<file path="src/rtl/spi_regbridge_pkg.sv">
// Shared types and constants for the SPI-to-register-bus endpoint.
package spi_regbridge_pkg;

    typedef enum logic [1:0] {
        IDLE,
        CMD,
        WRITE,
        READ
    } state_e;

    localparam int         CMD_WRITE_BIT  = 7;
    localparam logic [7:0] PAD_BYTE       = 8'h00;
    localparam int         STATUS_OVR_BIT = 7;
    localparam int         SO_LATENCY     = 2;

    function automatic logic [7:0] status_byte(input logic ovr, input logic [3:0] id);
        logic [7:0] b;
        b = {4'h0, id};
        b[STATUS_OVR_BIT] = ovr;
        return b;
    endfunction

endpackage

</file>
<file path="src/rtl/spi_regbridge_busreq.sv">
// Single-outstanding valid/ready request holder; requests arriving while busy are
// dropped and flagged, and the ready cycle produces a completion pulse.
module spi_regbridge_busreq #(
    parameter int ADDR_W = 7
) (
    input  logic              clk,
    input  logic              reset,
    input  logic              req_i,
    input  logic              req_we_i,
    input  logic [ADDR_W-1:0] req_addr_i,
    input  logic [7:0]        req_wdata_i,
    input  logic              bus_ready_i,
    output logic              bus_valid_o,
    output logic              bus_we_o,
    output logic [ADDR_W-1:0] bus_addr_o,
    output logic [7:0]        bus_wdata_o,
    output logic              drop_o,
    output logic              cpl_o,
    output logic              cpl_we_o
);

    logic              valid_q;
    logic              we_q;
    logic [ADDR_W-1:0] addr_q;
    logic [7:0]        wdata_q;

    // Busy through the ready cycle itself, so a same-cycle request is also dropped.
    assign drop_o      = req_i & valid_q;
    assign cpl_o       = valid_q & bus_ready_i;
    assign cpl_we_o    = we_q;
    assign bus_valid_o = valid_q;
    assign bus_we_o    = we_q;
    assign bus_addr_o  = addr_q;
    assign bus_wdata_o = wdata_q;

    always_ff @(posedge clk or posedge reset) begin
        if (reset) begin
            valid_q <= 1'b0;
            we_q    <= 1'b0;
            addr_q  <= '0;
            wdata_q <= 8'h00;
        end else if (req_i && !valid_q) begin
            valid_q <= 1'b1;
            we_q    <= req_we_i;
            addr_q  <= req_addr_i;
            wdata_q <= req_wdata_i;
        end else if (cpl_o) begin
            valid_q <= 1'b0;
        end
    end

endmodule

</file>
<file path="src/rtl/spi_regbridge_ep.sv">
// SPI endpoint: command byte then auto-incrementing burst of register-bus
// writes (MOSI bytes) or reads (returned on subsequent MISO bytes).
module spi_regbridge_ep
    import spi_regbridge_pkg::*;
#(
    parameter int         ADDR_W    = 7,
    parameter logic [3:0] DEVICE_ID = 4'h1
) (
    input  logic              clk,
    input  logic              reset,
    input  logic              sel,
    input  logic              spi_ctrl_si,
    input  logic              spi_ctrl_so,
    input  logic              spi_ctrl_hd,
    input  logic [7:0]        spi_ctrl_di,
    output logic [7:0]        spi_ctrl_do,
    output logic              bus_valid,
    output logic              bus_we,
    output logic [ADDR_W-1:0] bus_addr,
    output logic [7:0]        bus_wdata,
    input  logic [7:0]        bus_rdata,
    input  logic              bus_ready
);

    state_e            state_q, state_d;
    logic [ADDR_W-1:0] addr_q, addr_d, req_addr;
    logic [1:0]        so_cnt_q, so_idx, lat_q;
    logic              ovr_q, discard_q;
    logic [7:0]        do_q;
    logic              cmd_hit, so_hdr, req, req_we;
    logic              drop, cpl, cpl_we, rd_cpl;

    assign spi_ctrl_do = do_q;
    assign rd_cpl      = cpl & ~cpl_we;

    // An so arriving with the command si belongs to the next byte, not the header,
    // so it continues the index sequence and sees the freshly decoded state.
    always_comb begin
        cmd_hit  = sel & spi_ctrl_si & spi_ctrl_hd;
        so_hdr   = sel & spi_ctrl_so & spi_ctrl_hd & ~spi_ctrl_si;
        so_idx   = so_hdr ? 2'd0 : so_cnt_q;
        state_d  = state_q;
        addr_d   = addr_q;
        req      = 1'b0;
        req_we   = 1'b0;
        req_addr = addr_q;
        if (cmd_hit) begin
            state_d = spi_ctrl_di[CMD_WRITE_BIT] ? WRITE : READ;
            addr_d  = spi_ctrl_di[ADDR_W-1:0];
        end else if (sel && spi_ctrl_si && !spi_ctrl_hd && state_q == WRITE) begin
            req    = 1'b1;
            req_we = 1'b1;
            addr_d = addr_q + 1'b1;
        end
        if (so_hdr) begin
            state_d = CMD;
        end else if (sel && spi_ctrl_so && so_idx[1] && state_d == READ) begin
            req      = 1'b1;
            req_addr = addr_d;
            addr_d   = addr_d + 1'b1;
        end
        if (!sel) state_d = IDLE;
    end

    always_ff @(posedge clk or posedge reset) begin
        if (reset) begin
            state_q   <= IDLE;
            addr_q    <= '0;
            so_cnt_q  <= 2'd0;
            ovr_q     <= 1'b0;
            do_q      <= PAD_BYTE;
            lat_q     <= 2'd0;
            discard_q <= 1'b0;
        end else begin
            state_q <= state_d;
            addr_q  <= addr_d;
            if (lat_q != 2'd3) lat_q <= lat_q + 2'd1;
            if (!sel) begin
                so_cnt_q <= 2'd0;
                if (bus_valid && !bus_we && !cpl) discard_q <= 1'b1;
            end else if (spi_ctrl_so) begin
                so_cnt_q <= (so_idx == 2'd3) ? so_idx : so_idx + 2'd1;
                if (so_idx == 2'd0) begin
                    do_q  <= status_byte(ovr_q, DEVICE_ID);
                    ovr_q <= 1'b0;
                end else if (so_idx == 2'd1 || state_d != READ) begin
                    do_q <= PAD_BYTE;
                end
            end
            if (req && !req_we && !bus_valid) lat_q <= 2'd0;
            if (drop) ovr_q <= 1'b1;
            if (rd_cpl) begin
                if (discard_q || !sel) begin
                    discard_q <= 1'b0;
                end else begin
                    do_q <= bus_rdata;
                    if (lat_q >= 2'(SO_LATENCY)) ovr_q <= 1'b1;
                end
            end
        end
    end

    spi_regbridge_busreq #(
        .ADDR_W(ADDR_W)
    ) u_busreq (
        .clk        (clk),
        .reset      (reset),
        .req_i      (req),
        .req_we_i   (req_we),
        .req_addr_i (req_addr),
        .req_wdata_i(spi_ctrl_di),
        .bus_ready_i(bus_ready),
        .bus_valid_o(bus_valid),
        .bus_we_o   (bus_we),
        .bus_addr_o (bus_addr),
        .bus_wdata_o(bus_wdata),
        .drop_o     (drop),
        .cpl_o      (cpl),
        .cpl_we_o   (cpl_we)
    );

endmodule

</file>
<file path="config.mk">
export PLATFORM = sky130hd
export DESIGN_NAME = spi_regbridge_ep
export DESIGN_NICKNAME = d
export VERILOG_FILES = /design/src/rtl/spi_regbridge_pkg.sv /design/src/rtl/spi_regbridge_busreq.sv /design/src/rtl/spi_regbridge_ep.sv
export SDC_FILE = /design/constraint.sdc
export NUM_CORES = 1
export LEC_CHECK = 0
export CAP_MARGIN = 20
export CORE_MARGIN = 2
export CORE_UTILIZATION = 50
export CTS_CLUSTER_DIAMETER = 150
export DETAILED_ROUTE_END_ITERATION = 16
export PLACE_DENSITY = 0.9
export SLEW_MARGIN = 20
export SYNTH_ARGS = -nofsm -noshare
export SYNTH_HDL_FRONTEND = slang
export SYNTH_HIERARCHICAL = 1
export SYNTH_SLANG_ARGS = --single-unit
</file>
<file path="constraint.sdc">
create_clock -name clk -period 3.4 [get_ports clk]
set_clock_uncertainty 0.15 [all_clocks]
set_input_delay 0.68 -clock clk [delete_from_list [all_inputs] [get_ports clk]]
set_output_delay 0.68 -clock clk [all_outputs]
set_load 0.01 [all_outputs]
</file>
---- After elaboration in Yosys (flattened, before gate mapping) ----
Cells that the tools add are included.
storage, ports and cells
  bits of input ports ..................... 23
  register bits ........................... 40
operators by class
  eq/ne operators ......................... 7
  multiplexer cells ....................... 39
  $lt $le $gt $ge ......................... 1
  bitwise operators ....................... 10
  add/subtract/negate cells ............... 4
  reductions and logical operators ........ 22
operators with widths
  kind                                                       count
  2-to-1 mux 8 bit                                           6
  2-to-1 mux 7 bit                                           6
  2-to-1 mux 1 bit                                           18
  2-to-1 mux 2 bit                                           9
  adder 7 x 1 -> 7 bit (second input constant)               2
  logical AND 1 bit                                          11
  bitwise AND 1 bit                                          8
  == test 2 bit (second input constant)                      3
  zero test 1 bit                                            6
  adder 2 x 1 -> 2 bit (second input constant)               2
  inequality test 2 bit (second input constant)              2
  nonzero test 2 bit                                         2
  == test 2 x 1 -> 1 bit (second input constant)             1
  greater-or-equal comparator 2 bit (second input constant)  1
  zero test 2 bit                                            1
  logical OR 1 bit                                           2
  inequality test 2 x 1 -> 1 bit (second input constant)     1
  inverter 1 bit                                             2

---- Logic depth before layout (Yosys ltp) ----
  depth in word-level cells ............... 13
  mapped depth ............................ 11
  depth with buffers taken out ............ 9

---- Cells and area by module ----
Netlist, hierarchy kept.
by module, submodules not included
  module                area an instance (sq um)  instances  cells each
  spi_regbridge_ep      1491.4                    1          173
  spi_regbridge_busreq  715.7                     1          42

---- Least setup slack after synthesis ----
OpenSTA, ideal clock, no wires.
  path kind ............................... input-to-reg
  start ................................... input spi_ctrl_si
  end ..................................... register u_busreq.addr_q[0] (netlist: u_busreq/bus_addr_o[0])
  path buffers ............................ 5
  stages .................................. 11
  setup time .............................. 0.125 ns
  setup slack ............................. 0.538 ns
  arrival ................................. 2.587 ns
  path through ............................ buf_2 and2_1 o2111ai_1 a211o_1 buf_2 buf_2 o21ai_0 nor2b_2 buf_6 buf_12 mux2_4
on the way
  word-level cells in the longest chain between the ends .. 8
ends and longest elaborated chain
  what                                                          line                                            RTL
  from (decl)                                                   spi_regbridge_ep.sv:12                          input logic spi_ctrl_si,
  bitwise AND 1 bit, or another cell as far along (2 in a row)  spi_regbridge_ep.sv:39                          cmd_hit = sel & spi_ctrl_si & spi_ctrl_hd;
  2-to-1 mux 2 bit, or another cell as far along                spi_regbridge_ep.sv:47                          if (cmd_hit) begin
  == test 2 bit, or another cell as far along                   spi_regbridge_ep.sv:57                          end else if (sel && spi_ctrl_so && so_idx[1] && state_d == READ) begin
  logical AND 1 bit / 2-to-1 mux 1 bit (equally long branches)  spi_regbridge_ep.sv:57, spi_regbridge_ep.sv:47
  2-to-1 mux 1 bit                                              spi_regbridge_ep.sv:57
  2-to-1 mux 1 bit (*)                                          spi_regbridge_ep.sv:55                          if (so_hdr) begin
  named net req                                                 spi_regbridge_ep.sv:30                          logic cmd_hit, so_hdr, req, req_we;
  logical AND 1 bit (*)                                         spi_regbridge_busreq.sv:42                      end else if (req_i && !valid_q) begin
  to (signal assigned)                                          spi_regbridge_busreq.sv:45                      addr_q <= req_addr_i;
  to (decl)                                                     spi_regbridge_busreq.sv:24                      logic [ADDR_W-1:0] addr_q;
Mark *: on every way through the listed nets, which the timed path passes. The rest lies on a longest branch.
A chain may end at the register's enable or synchronous reset.

---- Worst setup path in the final report ----
  start ................................... input spi_ctrl_si
  end ..................................... register addr_q[6]
on the way
  word-level cells in the longest chain between the ends .. 8
ends and longest elaborated chain
  what                            line                    RTL
  logical AND 1 bit (3 in a row)  spi_regbridge_ep.sv:50  end else if (sel && spi_ctrl_si && !spi_ctrl_hd && state_q == WRITE) begin
  2-to-1 mux 7 bit                spi_regbridge_ep.sv:50
  2-to-1 mux 7 bit                spi_regbridge_ep.sv:47
  adder 7 x 1 -> 7 bit            spi_regbridge_ep.sv:60  addr_d = addr_d + 1'b1;
  2-to-1 mux 7 bit                spi_regbridge_ep.sv:57
  2-to-1 mux 7 bit (*)            spi_regbridge_ep.sv:55
  named net addr_d[6]             spi_regbridge_ep.sv:26  logic [ADDR_W-1:0] addr_q, addr_d, req_addr;
  to (signal assigned)            spi_regbridge_ep.sv:76  addr_q <= addr_d;
  to (decl)                       spi_regbridge_ep.sv:26
Marked as above.

==> flow_metrics.env <==
export IMPL_cts_tree="done"
export IMPL_synth_top_cell_by_area="dfrtp_1"
export IMPL_p_clk_share_pct=24.7
export IMPL_finalCritPeriodShare_pct=92.8
export IMPL_layout_drive_gt1_share_pct=17.2
export IMPL_insertion_delay_ns=0.29
export IMPL_grt_pass1_wl_mm=8.78
export IMPL_gp_congestion=0.909
export IMPL_ys_warn_count=6
export IMPL_io_buffer_count=47
export IMPL_cp_end_kind="register"
export IMPL_areaGrowthSynthToFinish_pct=30.0
export IMPL_seq_power_share_pct=41.0
export IMPL_internal_power_mw=1.22
export IMPL_final_area_um2=2870
export IMPL_max_cap_viol_count=0
export IMPL_top_usage_layer="met2"
export IMPL_syn_avg_cell_area_um2=10.3
export IMPL_ys_flop_type="dfrtp_1"
export IMPL_die_area_um2=4960
export IMPL_slew_violations=0
export IMPL_post_cts_resized=0
export IMPL_grt_max_degree=24
export IMPL_insertedDiodeCount=0
export IMPL_nets=294
export IMPL_fill_cells=327
export IMPL_regArea_um2=1000
export IMPL_crit_fanout=6
export IMPL_grtUsageMet3_pct=4.18
export IMPL_relSlewSlack_pct=41.3
export IMPL_synth_net_count=242
export IMPL_ant_nets=0
export IMPL_rsz0062_at_grt="no"
export IMPL_postCtsHoldBufs=0
export IMPL_critPathRequiredTime_ns=3.42
export IMPL_netSwitchingPower_uw=506
export IMPL_arrival_ns=3.17
export IMPL_io_pins=48
export IMPL_p_sw_share_pct=29.3
export IMPL_htreeDepth=2
export IMPL_grt_pass1_vias=1772
export IMPL_synthTopCellsByCount="dfrtp_1, nand2_1, o21ai_0, nor2_1, a21oi_1"
export IMPL_cts_root_buf="clkbuf_8"
export IMPL_multi_input_area_um2=1090
export IMPL_avgRoutedWirePerCell_um=15.9
export IMPL_worst_slew_pin_slew_ns=0.880
export IMPL_postLayoutCoreUtil_pct=66.8
export IMPL_slowest_delay_ns=0.54
export IMPL_synth_area_um2=2210
export IMPL_drt_total_wl_mm=5.10
export IMPL_timing_fmax_mhz=317
export IMPL_die_h_um=70.4
export IMPL_num_rows=24
export IMPL_hpwl_mm=3.65
export IMPL_route_vias_total=1769
export IMPL_critPathBufInv=2
export IMPL_path_delay_family="simple AND/OR/NAND/NOR gates"
export IMPL_setup_viol=0
export IMPL_synth_cells=215
export IMPL_clk_pin_slew_ns=0.08
export IMPL_synth_edf_count=0
export IMPL_power_leakage_nw=1.22
export IMPL_met1_usage_pct=32.5
export IMPL_synth_top_area_share_pct=45.4
export IMPL_fin_crit_ns=3.15
export IMPL_core_area_um2=4290
export IMPL_worstSetupPathType="primary input to register"
export IMPL_combPwrFrac_pct=34.3
export IMPL_postCtsSetupBuffers=0
export IMPL_outcome="finished clean"
export IMPL_start_kind="primary input"
export IMPL_routed_via_density=5.53
export IMPL_grt_ovfl_total=0
export IMPL_p_per_area_nw_per_um2=601
export IMPL_synth_area_leaders="dfrtp_1, mux2_4, mux2_2"
export IMPL_numCtsBuffers=5
export IMPL_yosysUniqueCellTypes=46
export IMPL_use_met2_pct=34.7
export IMPL_clock_sinks=40
export IMPL_ctsLongestPathBuffers=2
export IMPL_ir_drop_v=0.000284
export IMPL_initial_core_util_pct=51.4
export IMPL_drt_iter0_drc=166
export IMPL_seq_area_frac_synth_pct=45.4
export IMPL_grt_total_usage_pct=22.6
export IMPL_finalHoldViolCount=0
export IMPL_synth_async_sr_flop_share_pct=100
export IMPL_drc=0
export IMPL_fin_setup_tns_ns=0
export IMPL_crit_slowest_cell="clkdlybuf4s50_1"
export IMPL_antenna_found_initial=0
export IMPL_path_common_cell="a21oi_1"
export IMPL_hp_class="register to register"
export IMPL_dpl_instance_area_um2=2740
export IMPL_die_x_um=70.4
export IMPL_firstDrtPassIters=4
export IMPL_synth_seq_cells=40
export IMPL_synth_most_common_cell="dfrtp_1"
export IMPL_cp_cell_sequence="clkdlybuf4s50_1 > buf_4 > nand4b_2 > nor2_1 > a21oi_1 > a21oi_1 > ha_1 > nand2_1 > nor3_4 > o2111ai_1 > xor2_1"
-- power groups by stage --
stage	Clock, mW	Sequential (mW)	Combinational (mW)
2_1_floorplan	0	0.738	0.274
3_3_place_gp	0	0.709	0.572
3_5_place_dp	0	0.715	0.587
4_1_cts	0.434	0.707	0.596
5_1_grt	0.457	0.727	0.639
6_report	0.426	0.708	0.591
-- cells in the final DEF (no fill, tap or decap), types with 3 or more instances in the layout --
cell type / count
nand2_1: 24
or3_1: 4
xnor2_1: 6
nor2_1: 15
dfrtp_1: 40
ha_1: 4
nand4b_1: 5
mux2_4: 10
clkdlybuf4s50_1: 47
nor3_1: 6
inv_1: 9
mux2_2: 10
xor2_1: 3
o21ai_0: 19
a21oi_1: 12
and2_1: 3
buf_4: 8
clkbuf_8: 7
-- registers in the layout (all words and copies together) (netlist names) --
| signal | count |
|---|---|
| ovr_q | 1 |
| addr_q | 7 |
| u_busreq/bus_we_o | 1 |
| discard_q | 1 |
| u_busreq/bus_addr_o | 7 |
| state_q | 2 |
| u_busreq/bus_valid_o | 1 |
| spi_ctrl_do | 8 |
| so_cnt_q | 2 |
| u_busreq/bus_wdata_o | 8 |
| lat_q | 2 |
-- path summary, 6_finish.rpt --
check                                                      endpoint  cells past startpoint  slack (ns)                                 from
worst max register to register                  addr_q[6]$_DFF_PP0_                      9        0.75                 state_q[0]$_DFF_PP0_
max in group asynchronous                       addr_q[5]$_DFF_PP0_                      2        1.77                                reset
worst max-delay path                            addr_q[6]$_DFF_PP0_                     11        0.25                          spi_ctrl_si
min in group asynchronous       u_busreq/bus_wdata_o[0]$_DFFE_PP0P_                      2        0.70                                reset
worst min-delay path            u_busreq/bus_wdata_o[2]$_DFFE_PP0P_                      1        0.36  u_busreq/bus_wdata_o[2]$_DFFE_PP0P_
worst min register to register  u_busreq/bus_wdata_o[2]$_DFFE_PP0P_                      1        0.36  u_busreq/bus_wdata_o[2]$_DFFE_PP0P_
-- cell type report --
| cell class | instances | area share, % |
|---|---|---|
| Multi-Input combinational cell | 155 | 38.1 |
| Sequential cell | 40 | 34.9 |
| Timing Repair Buffer | 56 | 19.2 |
| Clock buffer | 7 | 3.36 |
| Tap cell | 52 | 2.27 |
| Inverter | 9 | 1.18 |
| Clock inverter | 1 | 1.05 |
-- through the flow --
stage	total power [mW]	cells	setup WS, ns	hold WS, ns
after detailed placement	1.30	312	0.0200	0.348
after global placement	1.28	312	0.0510	0.344
final	1.72	320	0.245	0.362
after CTS	1.74	320	0.266	0.369
after global routing	1.82	320	0.0398	0.383
after floorplan	1.01	215	0.538	0.346
-- worst reg2reg max path, cell delays in order (launching register included) --
cell and delay [ns]:
dfrtp_1 0.46, nand4b_2 0.30, nor2_1 0.26, a21oi_1 0.12, a21oi_1 0.37, ha_1 0.23
nand2_1 0.12, nor3_4 0.21, o2111ai_1 0.14, xor2_1 0.17
-- layer usage --
layer  vias to the layer above  routed length, um
met4                         0                 99
met5                         -                  0
met2                        69               2350
met3                        12                309
li1                        857                  -
met1                       831               2340
-- logic make-up after synthesis --
group                    synth area share [%]
flip-flops                               45.4
AND/OR/NAND/NOR                          19.6
XOR/XNOR                                 3.57
buffers and inverters                    5.39
multiplexers                             11.9
adder cells (fa/ha/maj)                  2.27
AO/OA/AOI/OAI                            11.9
Power figures use the tool's default switching activity.
